--- src/rtl/camera_dvp_emitter_if.sv ---
// DVP byte-stream bundle: vertical sync, line valid and the 8-bit pixel byte.
// The emitter drives it through the master modport; a capture block listens on the slave modport.
interface camera_dvp_emitter_if;
    logic       vs;
    logic       href;
    logic [7:0] data;

    modport master (output vs, output href, output data);
    modport slave  (input  vs, input  href, input  data);
endinterface

--- src/rtl/camera_dvp_emitter.sv ---
// OV7670-style DVP source: emits RGB565 test pixels high byte first with parameterised
// frame timing. Every output is a flop loaded from the next-state values.
module camera_dvp_emitter #(
    parameter int H_ACTIVE   = 640,
    parameter int V_ACTIVE   = 480,
    parameter int H_BLANK    = 144,
    parameter int VS_CYCLES  = 1568,
    parameter int VBP_CYCLES = 784,
    parameter int VFP_CYCLES = 784
) (
    input  logic                  clock_pclk,
    input  logic                  pin_reset,
    input  logic                  i_enable,
    input  logic [1:0]            i_mode,
    input  logic [15:0]           i_color,
    camera_dvp_emitter_if.master  dvp,
    output logic [8:0]            o_row,
    output logic [9:0]            o_col,
    output logic                  o_frame_done,
    output logic [7:0]            o_frame_cnt
);

    typedef enum logic [2:0] {
        S_IDLE   = 3'd0,
        S_VSYNC  = 3'd1,
        S_VBP    = 3'd2,
        S_LINE   = 3'd3,
        S_HBLANK = 3'd4,
        S_VFP    = 3'd5
    } state_t;

    // One shared cycle counter serves every timed state, so size it for the longest one.
    localparam int M1    = (VS_CYCLES > VBP_CYCLES) ? VS_CYCLES : VBP_CYCLES;
    localparam int M2    = (VFP_CYCLES > H_BLANK) ? VFP_CYCLES : H_BLANK;
    localparam int M3    = (M1 > M2) ? M1 : M2;
    localparam int C_MAX = (M3 > 2 * H_ACTIVE) ? M3 : 2 * H_ACTIVE;
    localparam int CW    = $clog2(C_MAX + 1);

    localparam logic [CW-1:0] C_ZERO    = CW'(0);
    localparam logic [CW-1:0] C_ONE     = CW'(1);
    localparam logic [CW-1:0] VS_LAST   = CW'(VS_CYCLES - 1);
    localparam logic [CW-1:0] VBP_LAST  = CW'(VBP_CYCLES - 1);
    localparam logic [CW-1:0] LINE_LAST = CW'(2 * H_ACTIVE - 1);
    localparam logic [CW-1:0] HB_LAST   = CW'(H_BLANK - 1);
    localparam logic [CW-1:0] VFP_LAST  = CW'(VFP_CYCLES - 1);
    localparam logic [8:0]    ROW_LAST  = 9'(V_ACTIVE - 1);
    localparam logic [9:0]    BAR_LAST  = 10'(H_ACTIVE / 8 - 1);

    state_t        state_r, state_s;
    logic [CW-1:0] cnt_r, cnt_s;
    logic [9:0]    col_r, col_s;
    logic [8:0]    row_r, row_s;
    logic [9:0]    bar_pix_r, bar_pix_s;
    logic [2:0]    bar_idx_r, bar_idx_s;
    logic [1:0]    mode_r, mode_s;
    logic [15:0]   color_r, color_s;
    logic [7:0]    fcnt_r, fcnt_s;
    logic          done_r, done_s;
    logic          vs_r, vs_s;
    logic          href_r, href_s;
    logic [7:0]    data_r, data_s;
    logic [15:0]   pix_s;

    function automatic logic [15:0] bar_color(input logic [2:0] idx);
        logic [15:0] c;
        case (idx)
            3'd0:    c = 16'hFFFF;
            3'd1:    c = 16'hFFE0;
            3'd2:    c = 16'h07FF;
            3'd3:    c = 16'h07E0;
            3'd4:    c = 16'hF81F;
            3'd5:    c = 16'hF800;
            3'd6:    c = 16'h001F;
            default: c = 16'h0000;
        endcase
        return c;
    endfunction

    // State, counters and registered outputs.
    always_ff @(posedge clock_pclk or negedge pin_reset) begin
        if (!pin_reset) begin
            state_r   <= S_IDLE;
            cnt_r     <= C_ZERO;
            col_r     <= 10'd0;
            row_r     <= 9'd0;
            bar_pix_r <= 10'd0;
            bar_idx_r <= 3'd0;
            mode_r    <= 2'd0;
            color_r   <= 16'h0000;
            fcnt_r    <= 8'd0;
            done_r    <= 1'b0;
            vs_r      <= 1'b0;
            href_r    <= 1'b0;
            data_r    <= 8'h00;
        end else begin
            state_r   <= state_s;
            cnt_r     <= cnt_s;
            col_r     <= col_s;
            row_r     <= row_s;
            bar_pix_r <= bar_pix_s;
            bar_idx_r <= bar_idx_s;
            mode_r    <= mode_s;
            color_r   <= color_s;
            fcnt_r    <= fcnt_s;
            done_r    <= done_s;
            vs_r      <= vs_s;
            href_r    <= href_s;
            data_r    <= data_s;
        end
    end

    // Next state and counter updates.
    always_comb begin
        state_s   = state_r;
        cnt_s     = cnt_r;
        col_s     = col_r;
        row_s     = row_r;
        bar_pix_s = bar_pix_r;
        bar_idx_s = bar_idx_r;
        mode_s    = mode_r;
        color_s   = color_r;
        case (state_r)
            S_IDLE: begin
                if (i_enable) begin
                    state_s = S_VSYNC;
                    cnt_s   = C_ZERO;
                    mode_s  = i_mode;
                    color_s = i_color;
                end else begin
                    state_s = S_IDLE;
                end
            end
            S_VSYNC: begin
                if (cnt_r == VS_LAST) begin
                    state_s = S_VBP;
                    cnt_s   = C_ZERO;
                end else begin
                    cnt_s = cnt_r + C_ONE;
                end
            end
            S_VBP: begin
                if (cnt_r == VBP_LAST) begin
                    state_s   = S_LINE;
                    cnt_s     = C_ZERO;
                    col_s     = 10'd0;
                    row_s     = 9'd0;
                    bar_pix_s = 10'd0;
                    bar_idx_s = 3'd0;
                end else begin
                    cnt_s = cnt_r + C_ONE;
                end
            end
            S_LINE: begin
                if (cnt_r == LINE_LAST) begin
                    state_s = S_HBLANK;
                    cnt_s   = C_ZERO;
                    col_s   = 10'd0;
                end else if (cnt_r[0]) begin
                    // Odd byte closes a pixel: step the column and the bar sub-counter together.
                    cnt_s = cnt_r + C_ONE;
                    col_s = col_r + 10'd1;
                    if (bar_pix_r == BAR_LAST) begin
                        bar_pix_s = 10'd0;
                        bar_idx_s = bar_idx_r + 3'd1;
                    end else begin
                        bar_pix_s = bar_pix_r + 10'd1;
                    end
                end else begin
                    cnt_s = cnt_r + C_ONE;
                end
            end
            S_HBLANK: begin
                if (cnt_r == HB_LAST) begin
                    cnt_s     = C_ZERO;
                    bar_pix_s = 10'd0;
                    bar_idx_s = 3'd0;
                    if (row_r == ROW_LAST) begin
                        state_s = S_VFP;
                        row_s   = 9'd0;
                    end else begin
                        state_s = S_LINE;
                        row_s   = row_r + 9'd1;
                    end
                end else begin
                    cnt_s = cnt_r + C_ONE;
                end
            end
            S_VFP: begin
                if (cnt_r == VFP_LAST) begin
                    cnt_s = C_ZERO;
                    if (i_enable) begin
                        state_s = S_VSYNC;
                        mode_s  = i_mode;
                        color_s = i_color;
                    end else begin
                        state_s = S_IDLE;
                    end
                end else begin
                    cnt_s = cnt_r + C_ONE;
                end
            end
            default: begin
                state_s = S_IDLE;
                cnt_s   = C_ZERO;
            end
        endcase
    end

    // Output values for the coming cycle, derived from the next state so they can be registered.
    always_comb begin
        case (mode_s)
            2'd0:    pix_s = color_s;
            2'd1:    pix_s = {row_s[5:0], col_s};
            2'd2:    pix_s = bar_color(bar_idx_s);
            2'd3:    pix_s = (row_s[3] ^ col_s[3]) ? 16'hFFFF : 16'h0000;
            default: pix_s = 16'h0000;
        endcase
        vs_s   = (state_s == S_VSYNC);
        href_s = (state_s == S_LINE);
        if (href_s) begin
            data_s = cnt_s[0] ? pix_s[7:0] : pix_s[15:8];
        end else begin
            data_s = 8'h00;
        end
        done_s = (state_s == S_VFP) && (cnt_s == VFP_LAST);
        if (done_s) begin
            fcnt_s = fcnt_r + 8'd1;
        end else begin
            fcnt_s = fcnt_r;
        end
    end

    assign dvp.vs       = vs_r;
    assign dvp.href     = href_r;
    assign dvp.data     = data_r;
    assign o_row        = row_r;
    assign o_col        = col_r;
    assign o_frame_done = done_r;
    assign o_frame_cnt  = fcnt_r;

endmodule

--- src/flat_wrapper.sv ---
// flat-port wrapper written by rule: the top's interface ports become plain ports
module camera_dvp_emitter_flat 
#(
    parameter int H_ACTIVE   = 640,
    parameter int V_ACTIVE   = 480,
    parameter int H_BLANK    = 144,
    parameter int VS_CYCLES  = 1568,
    parameter int VBP_CYCLES = 784,
    parameter int VFP_CYCLES = 784
)
  (clock_pclk, pin_reset, i_enable, i_mode, i_color, o_row, o_col, o_frame_done, o_frame_cnt, dvp_vs, dvp_href, dvp_data);
  camera_dvp_emitter_if dvp_i ();
  input  logic clock_pclk;
  input  logic pin_reset;
  input  logic i_enable;
  input  logic [1:0] i_mode;
  input  logic [15:0] i_color;
  output logic [8:0] o_row;
  output logic [9:0] o_col;
  output logic o_frame_done;
  output logic [7:0] o_frame_cnt;
  output wire logic [$bits(dvp_i.vs)-1:0] dvp_vs;
  output wire logic [$bits(dvp_i.href)-1:0] dvp_href;
  output wire logic [$bits(dvp_i.data)-1:0] dvp_data;
  assign dvp_vs = dvp_i.vs;
  assign dvp_href = dvp_i.href;
  assign dvp_data = dvp_i.data;
  camera_dvp_emitter #(.H_ACTIVE(H_ACTIVE), .V_ACTIVE(V_ACTIVE), .H_BLANK(H_BLANK), .VS_CYCLES(VS_CYCLES), .VBP_CYCLES(VBP_CYCLES), .VFP_CYCLES(VFP_CYCLES)) u_core (.clock_pclk(clock_pclk), .pin_reset(pin_reset), .i_enable(i_enable), .i_mode(i_mode), .i_color(i_color), .dvp(dvp_i), .o_row(o_row), .o_col(o_col), .o_frame_done(o_frame_done), .o_frame_cnt(o_frame_cnt));
endmodule
--- config.mk ---
export PLATFORM = sky130hd
export DESIGN_NAME = camera_dvp_emitter_flat
export DESIGN_NICKNAME = d
export VERILOG_FILES = /design/src/rtl/camera_dvp_emitter_if.sv /design/src/rtl/camera_dvp_emitter.sv /design/src/flat_wrapper.sv
export SDC_FILE = /design/constraint.sdc
export NUM_CORES = 1
export LEC_CHECK = 0
export ABC_AREA = 1
export CORE_ASPECT_RATIO = 0.5
export CORE_MARGIN = 10
export CORE_UTILIZATION = 55
export DETAILED_ROUTE_END_ITERATION = 8
export GPL_TIMING_DRIVEN = 0
export PLACE_DENSITY = 0.86
export SYNTH_ARGS = -nofsm -noshare
export SYNTH_HDL_FRONTEND = slang
export SYNTH_SLANG_ARGS = --single-unit
--- constraint.sdc ---
create_clock -name clock_pclk -period 4.6 [get_ports clock_pclk]
set_input_delay 0.92 -clock clock_pclk [delete_from_list [all_inputs] [get_ports clock_pclk]]
set_output_delay 0.92 -clock clock_pclk [all_outputs]
set_load 0.02 [all_outputs]
Word level (Yosys, flattened, before mapping)
Index checks and enable logic that the tools add are counted.

word-level totals
  input port bits = 21
  bits in registers = 83

cells by class
  bitwise operators = 1
  add/sub/neg operators = 6
  equality and inequality tests = 28
  reduce and logical (&&, ||, !) cells = 9
  mux-type cells = 45

operator list
  cell                                                   number
  case mux 16 bit (7 select lines)                       1
  2-to-1 mux 10 bit                                      8
  case mux 16 bit (4 select lines)                       1
  2-to-1 mux 11 bit                                      5
  case mux 11 bit (5 select lines)                       1
  2-to-1 mux 16 bit                                      3
  2-to-1 mux 3 bit                                       11
  case mux 16 bit (2 select lines)                       1
  case mux 10 bit (3 select lines)                       1
  2-to-1 mux 9 bit                                       3
  equality test 11 x 10 -> 1 bit, second input constant  2
  equality test 11 bit, second input constant            2
  adder 10 x 1 -> 10 bit, second input constant          2
  case mux 10 bit (2 select lines)                       1
  equality test 3 bit, second input constant             6
  case mux 3 bit (6 select lines)                        1
  case mux 9 bit (2 select lines)                        1
  2-to-1 mux 8 bit                                       2
  equality test 3 x 2 -> 1 bit, second input constant    5
  adder 11 x 1 -> 11 bit, second input constant          1
  equality test 11 x 8 -> 1 bit, second input constant   1
  equality test 10 x 7 -> 1 bit, second input constant   1
  adder 9 x 1 -> 9 bit, second input constant            1
  equality test 3 x 1 -> 1 bit, second input constant    3
  20 further kinds                                       25

Logic depth before layout (Yosys ltp)
Gate-level depths: netlist of the first run.

  depth after elaboration = 10
  gate-level depth with buffers = 17
  depth with buffers taken out = 16

Worst setup path after synthesis of the first run
Ideal clock, no wire load.

  kind = flip-flop to flip-flop
  from = register u_core.row_r[0] (netlist: u_core.o_row[0])
  to = register u_core.fcnt_r[4] (netlist: u_core.o_frame_cnt[4])
  cell stages (with the launch flop) = 11
  library setup time = 0.118 ns
  required time = 4.482 ns
  arrival = 1.986 ns
  clock period less this slack = 2.104 ns
  setup slack = 2.496 ns
  path through = dfrtp_1 ha_1 nand3_1 o21ai_1 nand3_4 nor2_4 inv_2 nor2_4 nand3_4 nand2_1 nand2_1

between the ends
  longest elaborated chain between the ends = 6

RTL lines
  item                             RTL line                   RTL
  start, declared                  camera_dvp_emitter.sv:52   logic [8:0] row_r, row_s;
  start signal, assigned           camera_dvp_emitter.sv:99   row_r <= row_s;
  equality test 9 bit              camera_dvp_emitter.sv:177  if (row_r == ROW_LAST) begin
  2-to-1 mux 3 bit                 camera_dvp_emitter.sv:177
  2-to-1 mux 3 bit                 camera_dvp_emitter.sv:173  if (cnt_r == HB_LAST) begin
  case mux 3 bit (6 select lines)  camera_dvp_emitter.sv:122  case (state_r)
  named net u_core.state_s[1]      camera_dvp_emitter.sv:49   state_t state_r, state_s;
  equality test 3 bit              camera_dvp_emitter.sv:225  done_s = (state_s == S_VFP) && (cnt_s == VFP_LAST);
  logical AND 1 bit                camera_dvp_emitter.sv:225
  end signal, assigned             camera_dvp_emitter.sv:104  fcnt_r <= fcnt_s;
  end, declared                    camera_dvp_emitter.sv:57   logic [7:0] fcnt_r, fcnt_s;

The timed path passes the listed nets, and every way through them passes these cells.
A chain may end at the register's enable or synchronous reset.

Final worst setup path of the first run
  from = input port i_enable
  to = register u_core.fcnt_r[6] (netlist: u_core.o_frame_cnt[6])

between the ends
  elaborated cells on any way between the ends = 8

RTL lines
  item                              RTL line                   RTL
  start, declared                   flat_wrapper.sv:15         input logic i_enable;
  2-to-1 mux 11 bit                 camera_dvp_emitter.sv:124  if (i_enable) begin
  case mux 11 bit (5 select lines)  camera_dvp_emitter.sv:122
  named net u_core.cnt_s[6]         camera_dvp_emitter.sv:50   logic [CW-1:0] cnt_r, cnt_s;
  equality test 11 x 10 -> 1 bit    camera_dvp_emitter.sv:225
  logical AND 1 bit                 camera_dvp_emitter.sv:225

The timed path passes the listed nets, and every way through them passes these cells.

==> reports/qor.yml, run 1 <==
timing:
  postLayoutSetupSlackWorst_ns: 2.10
  report.final.slew_viol_count: 0
  period_needed_ns: 2.50
  rsz0062_at_grt: "no"
  fmax_mhz: 400
  fin_skew_ns: 0.00789
  tightest_slew_ns: 0.587
  setup_viol: 0
  fin_crit_sh_pct: 54.3
  slew_headroom_pct: 60.5
  hold_viol_final: 0
global_routing:
  grt_max_degree: 55
  grtUsageTotal_pct: 19.1
  grt_pass1_wl_um: 23200
  grt_overflow: 0
  grt_pass1_vias: 4852
  grt_antenna_before_repair: 0
worst_hold_path:
  min_path_cells: 2
  worstHoldPathType: "reg -> reg"
final_layout:
  layout_commonest_cell: "nand2_1"
  syn2layout_area_growth_pct: 19.7
  nets: 808
  fin_area_sq_um: 6450
  antenna_cells: 0
  drive_above_1_share_pct: 13.7
  stdcell_count: 921
  fillers: 772
  layout_common_cells: "nand2_1, dfrtp_1, nand3_1"
synthesis:
  synth_cell_type_count: 46
  synthTopCellsByArea: "dfrtp_1, nand2_1, nand3_1"
  synth.net_count: 738
  synth_edf_count: 0
  yosysTopAreaCellShare_pct: 38.6
  synth_top_family_by_area: "simple AND/OR/NAND/NOR gates"
  syn_inst: 711
  synthFlopType: "dfrtp_1"
  yosysTopAreaCell: "dfrtp_1"
  ys_async_sr_fraction_pct: 100
  synth-simple-area-share_pct: 39.7
  synth_seq_cells: 83
  yosysWarnings: 0
  syn-cell-area_sq_um: 5390
  seq_area_frac_synth_pct: 38.6
  synthXorXnorAreaFrac_pct: 3.41
  synth_adder_area_share_pct: 1.39
  synth_mux_area_share_pct: 1.84
  synth_compound_area_share_pct: 6.78
  avgSynthCellArea_sq_um: 7.58
clock_tree:
  postCtsSetupRepairBufs: 0
  cts-root-buf: "clkbuf_16"
  htree_levels: 3
  cts_resized: 0
  clkSinkCount: 83
  clk_pin_slew_worst_paths_ns: 0.07
  clk_path_buf_depth: 2
  clock_latency_ns: 0.35
  cts_tree: "built"
  holdBufCountCts: 0
  numCtsBuffers: 9
power:
  vdd.ir_drop.worst_v: 0.000174
  p_per_area_nw_per_um2: 227
  finalPower_mw: 1.46
  p_leak_nw: 3.12
worst_setup_path:
  cp_max_fo: 8
  crit_arrival_ns: 2.74
  cp-end-kind: "flop"
  max_stage_delay_ns: 0.49
  critPathBufInv: 3
  ff2ff_path_depth: 13
  worstPathCellList: "clkdlybuf4s50_1, inv_1, nand2_2, inv_1, nand2_1, nand3_1, nor2_2, nand2_2, nor2_8, nand3_4, nand2_1, nand2_1"
  required_ns: 4.84
  start_kind: "primary input"
  cp.depth: 12
  cpMaxStageDelayCell: "clkdlybuf4s50_1"
  critPathTopFamily: "simple AND/OR/NAND/NOR gates"
  cp_common_cell: "nand2_1"
  path_class: "in -> reg"
place:
  dpl_cell_area_sq_um: 6160
  dp.final_hpwl_um: 10300
  dp_slack_ns: 1.77
  finalWeightedCongestion: 0.902
  numPortBuffers: 58
  dp.cells: 905
status:
  status: "completed"
floorplan:
  start_util_pct: 56.8
  placementRows: 25
  dieWidth_um: 160
  io-pin-count: 59
  fp.dieH_um: 90.0
  coreArea_sq_um: 9480
  dieArea_sq_um: 14400
detailed_routing:
  num_vias: 5056
  drtIter0Drc: 508
  wl_um: 13700
  drcViolationCount: 0
  dr.pass1.iters: 5
  detail_route.vias_per_cell: 5.49
  ant_nets: 0
  routedWlPerCell_um: 14.9
run:
  max-cap-violations: 0
==> path summary, 6_finish.rpt <==
path / start / end / slack (ns)
worst min register to register: u_core.color_r[9]$_DFF_PN0_ / u_core.color_r[9]$_DFF_PN0_ / 0.48
worst max register to register: u_core.cnt_r[0]$_DFF_PN0_ / u_core.o_frame_cnt[6]$_DFFE_PN0P_ / 2.17
max in group asynchronous: pin_reset / u_core.o_col[4]$_DFF_PN0_ / 3.48
min in group asynchronous: pin_reset / u_core.bar_pix_r[8]$_DFFE_PN0P_ / 0.52
worst max-delay path: i_enable / u_core.o_frame_cnt[6]$_DFFE_PN0P_ / 2.10
worst min-delay path: u_core.color_r[9]$_DFF_PN0_ / u_core.color_r[9]$_DFF_PN0_ / 0.48
==> cells by family after synthesis <==
logic type                 after synthesis
and+or+nand+nor                        428
buffers and inverters                   99
xor gates and xnor gates                21
AOI/OAI and AO/OA                       65
adders and majority gates                6
muxes                                    9
DFF                                     83
==> metrics by stage <==
step	setup TNS, ns	hold slack, ns	util, %
CTS	0	0.484	68.0
floorplan	0	0.439	-
detailed placement	0	0.469	65.0
finish	0	0.481	68.0
global route	0	0.511	68.0
global placement	-27.20	0.460	64.7
==> worst min-delay path: stages, from the launching register on <==
cell and delay (ns):
dfrtp_1 0.32, nand2_1 0.05, nand2_1 0.07
==> cell type report <==
cell class / instances / area [sq um] / area share (%)
Buffer: 13 / 113 / 1.75
Sequential cell: 83 / 2080 / 32.2
Multi-Input combinational cell: 529 / 2860 / 44.4
Timing Repair Buffer: 59 / 606 / 9.39
Clock buffer: 10 / 239 / 3.71
Tap cell: 135 / 169 / 2.62
Inverter: 86 / 335 / 5.20
Clock inverter: 6 / 48.8 / 0.757
==> power breakdown <==
group	switching, mW	leakage (nW)	total [mW]	internal (mW)
clock	0.314	0.132	0.699	0.385
sequential	0.0000000000377	1.13	0.730	0.730
combinational	0.0185	1.86	0.0362	0.0177
==> synth_stat cells (4+ instances only) <==
cell type / count
nand2_2: 15
nand2_4: 6
o21ai_0: 23
o21ai_1: 5
inv_1: 74
nor2_1: 78
a21oi_1: 23
nand3_2: 5
o31ai_1: 4
inv_2: 7
nand2_1: 179
nor3_1: 5
ha_1: 6
buf_4: 5
nor2_2: 9
buf_6: 4
nand3_4: 5
nor2_4: 10
xnor2_1: 7
mux2_2: 7
dfrtp_1: 83
nand3_1: 82
xor2_1: 14
nand4_1: 24
==> registers in the layout, indices dropped and copies added, names as in the netlist <==
signal / count
u_core.dvp.data: 8
u_core.dvp.href: 1
u_core.o_row: 9
u_core.state_r: 3
u_core.cnt_r: 11
u_core.dvp.vs: 1
u_core.bar_pix_r: 10
u_core.o_frame_done: 1
u_core.o_frame_cnt: 8
u_core.o_col: 10
u_core.bar_idx_r: 3
u_core.mode_r: 2
u_core.color_r: 16
==> layer usage <==
metal | vias up | part of all wire, % | global-route usage [%]
met5 | - | 0 | 0
met2 | 174 | 48 | 31.9
met4 | 0 | 1.9 | 6.00
met1 | 2391 | 44 | 23.7
li1 | 2459 | - | -
met3 | 32 | 6.8 | 5.00
Power figures use the tool's default switching activity.
==> inputs of run 2 (changes only) <==
CORE_UTILIZATION = 52   (was 55)
PLACE_DENSITY = 0.85   (was 0.86)
clock period = 2.2 ns   (was 4.6 ns; I/O delays follow)
==> run 2 against run 1 <==
  * Non-clock buffer count increased by 35
  * Final area increased by 8.9%
  * Utilization increased by 1.1 points
  * Critical path depth increased by 1
  * Highest routed layer unchanged
  * Largest cell class unchanged
  * The run now ends with negative hold slack, negative setup slack left
  * Die area increased by 4.8%
  * Critical path type is now reg -> reg
  * Clock power increased by 130%
  * Worst hold slack got worse by 0.49 ns
  * Global-route usage decreased by 0.76 points
  * Largest power group is now the clock network
  * Via count increased by 4.2%
==> reports/qor.yml, run 2 (synthesized netlist as in run 1, its figures left out) <==
status:
  status: "finished, violations left"
  violations: "negative hold slack, negative setup slack"
timing:
  postLayoutSetupSlackWorst_ns: -0.0969
  hold-worst-slack_ns: -0.00725
  fmax_mhz: 435
  report.final.slew_viol_count: 0
  rsz0062_at_grt: "yes"
  tightest_slew_ns: 0.487
  period_needed_ns: 2.30
  fin_crit_sh_pct: 104
  fin_skew_ns: 0.00991
  hold_viol_final: 11
  setup_tns_ns: -0.768
  slew_headroom_pct: 67.3
  setup_viol: 16
worst_setup_path:
  crit_arrival_ns: 2.54
  required_ns: 2.44
  r2r-start: "u_core.cnt_r[1]$_DFF_PN0_"
  start_kind: "flop"
  ff2ff_path_depth: 13
  reg2reg_to: "u_core.dvp.data[4]$_DFF_PN0_"
  cp_max_fo: 6
  rrSetupSlack_ns: -0.1
  path_class: "reg -> reg"
  cp-end-kind: "flop"
place:
  dp_slack_ns: -0.216
  dpl_cell_area_sq_um: 6170
  numPortBuffers: 58
  dp.final_hpwl_um: 9950
  dp.cells: 910
  finalWeightedCongestion: 0.885
global_routing:
  grt_max_degree: 59
  grt_pass1_vias: 4745
  grt_pass1_wl_um: 22900
  grtUsageTotal_pct: 18.4
  grt_antenna_before_repair: 0
  grt_overflow: 0
worst_hold_path:
  worstHoldPathType: "in -> async"
power:
  power_frac_seq_pct: 48.0
  p_per_area_nw_per_um2: 453
  switching_share_pct: 22.5
  vdd.ir_drop.worst_v: 0.000354
  clkPwrFrac_pct: 49.6
  p_comb_share_pct: 2.5
  p_int_mw: 2.46
  p_leak_nw: 3.38
  p_sw_mw: 0.715
clock_tree:
  cts_tree: "built"
  clk_pin_slew_worst_paths_ns: 0.07
  clock_latency_ns: 0.35
  clkSinkCount: 83
  cts-root-buf: "clkbuf_16"
  htree_levels: 3
  clk_path_buf_depth: 2
  numCtsBuffers: 9
detailed_routing:
  dr.pass1.iters: 5
  num_vias: 5270
  drtIter0Drc: 455
  drcViolationCount: 0
  ant_nets: 0
  detail_route.vias_per_cell: 5.48
  routedWlPerCell_um: 15.6
  wl_um: 15000
floorplan:
  fp.dieH_um: 92.0
  dieWidth_um: 164
  placementRows: 26
  dieArea_sq_um: 15100
  io-pin-count: 59
  coreArea_sq_um: 10100
  start_util_pct: 53.1
final_layout:
  largestRegisters: "u_core.color_r (16), u_core.cnt_r (11)"
  antenna_cells: 0
  drive_above_1_share_pct: 22.4
  nets: 843
  top_register: "u_core.color_r"
  layout_commonest_cell: "nand2_1"
  layout_common_cells: "nand2_1, dfrtp_1, nand3_1"
  stdcell_count: 961
  largest_reg_flops: 16
  fin_area_sq_um: 7020
  syn2layout_area_growth_pct: 30.3
run:
  max-cap-violations: 0
## run 2: final cells by class
cell class,count,area [sq um]
fillers,751,3130
flip-flops and latches,83,2080
clock buffers,9,225
clock inverters,7,82.6
plain buffers,13,126
inverters,86,343
well taps,140,175
multi-input cells,529,3110
repair buffers,94,880
## run 2: worst max-delay path: stages, from the launching register on
cell	delay [ns]
dfrtp_1	0.43
ha_4	0.18
nand3_4	0.13
nor2_4	0.21
nand2_2	0.10
nand2_4	0.14
nand2_8	0.09
buf_6	0.14
buf_4	0.14
mux2_4	0.31
nand3_1	0.08
nand2_1	0.06
nor2_1	0.11
nor2_1	0.06
## run 2: worst max path at each step
stage | startpoint | to | slack [ns] | cells after the start
2_1_floorplan | u_core.o_row[0]$_DFF_PN0_ | u_core.o_frame_cnt[4]$_DFFE_PN0P_ | 0.1 | 10
3_3_place_gp | pin_reset | u_core.o_frame_cnt[7]$_DFFE_PN0P_ | -2.21 | 1
3_5_place_dp | u_core.cnt_r[0]$_DFF_PN0_ | u_core.o_frame_cnt[3]$_DFFE_PN0P_ | -0.22 | 13
4_1_cts | u_core.state_r[2]$_DFF_PN0_ | u_core.o_frame_cnt[5]$_DFFE_PN0P_ | 0.01 | 12
5_1_grt | u_core.cnt_r[1]$_DFF_PN0_ | u_core.dvp.data[2]$_DFF_PN0_ | -0.20 | 14
6_report | u_core.cnt_r[1]$_DFF_PN0_ | u_core.dvp.data[4]$_DFF_PN0_ | -0.1 | 13
## run 2: timing repair
item                                    CTS  global route
buffers inserted                         11            25
hold buffers                              0             0
resized for setup                         8            71
pin swaps                                 4            32
endpoints found under the setup margin   17            25
## run 2: per-layer routing
layer  global-route usage, %  share of wire [%]  routed length, um  up-vias
met3                    4.55                6.9               1040       38
met5                       0                  0                  0        -
met2                    31.7                 49               7360      221
met4                    5.18                2.2                330        0
met1                    22.4                 42               6270     2486
li1                        -                  -                  -     2525
## run 2: metrics by stage
step	utilization (%)	power, mW
final	69.2	3.18
after global routing	69.2	3.29
after CTS	64.9	3.19
after detailed placement	60.8	1.63
after global placement	60.5	1.63
after floorplan	-	1.56
## run 2: power groups by stage
stage	clock (mW)	sequential, mW	combinational (mW)
floorplan	0	1.55	0.00402
global placement	0	1.56	0.0710
detailed placement	0	1.55	0.0786
CTS	1.58	1.53	0.0785
global route	1.67	1.52	0.0870
finish	1.58	1.53	0.0779
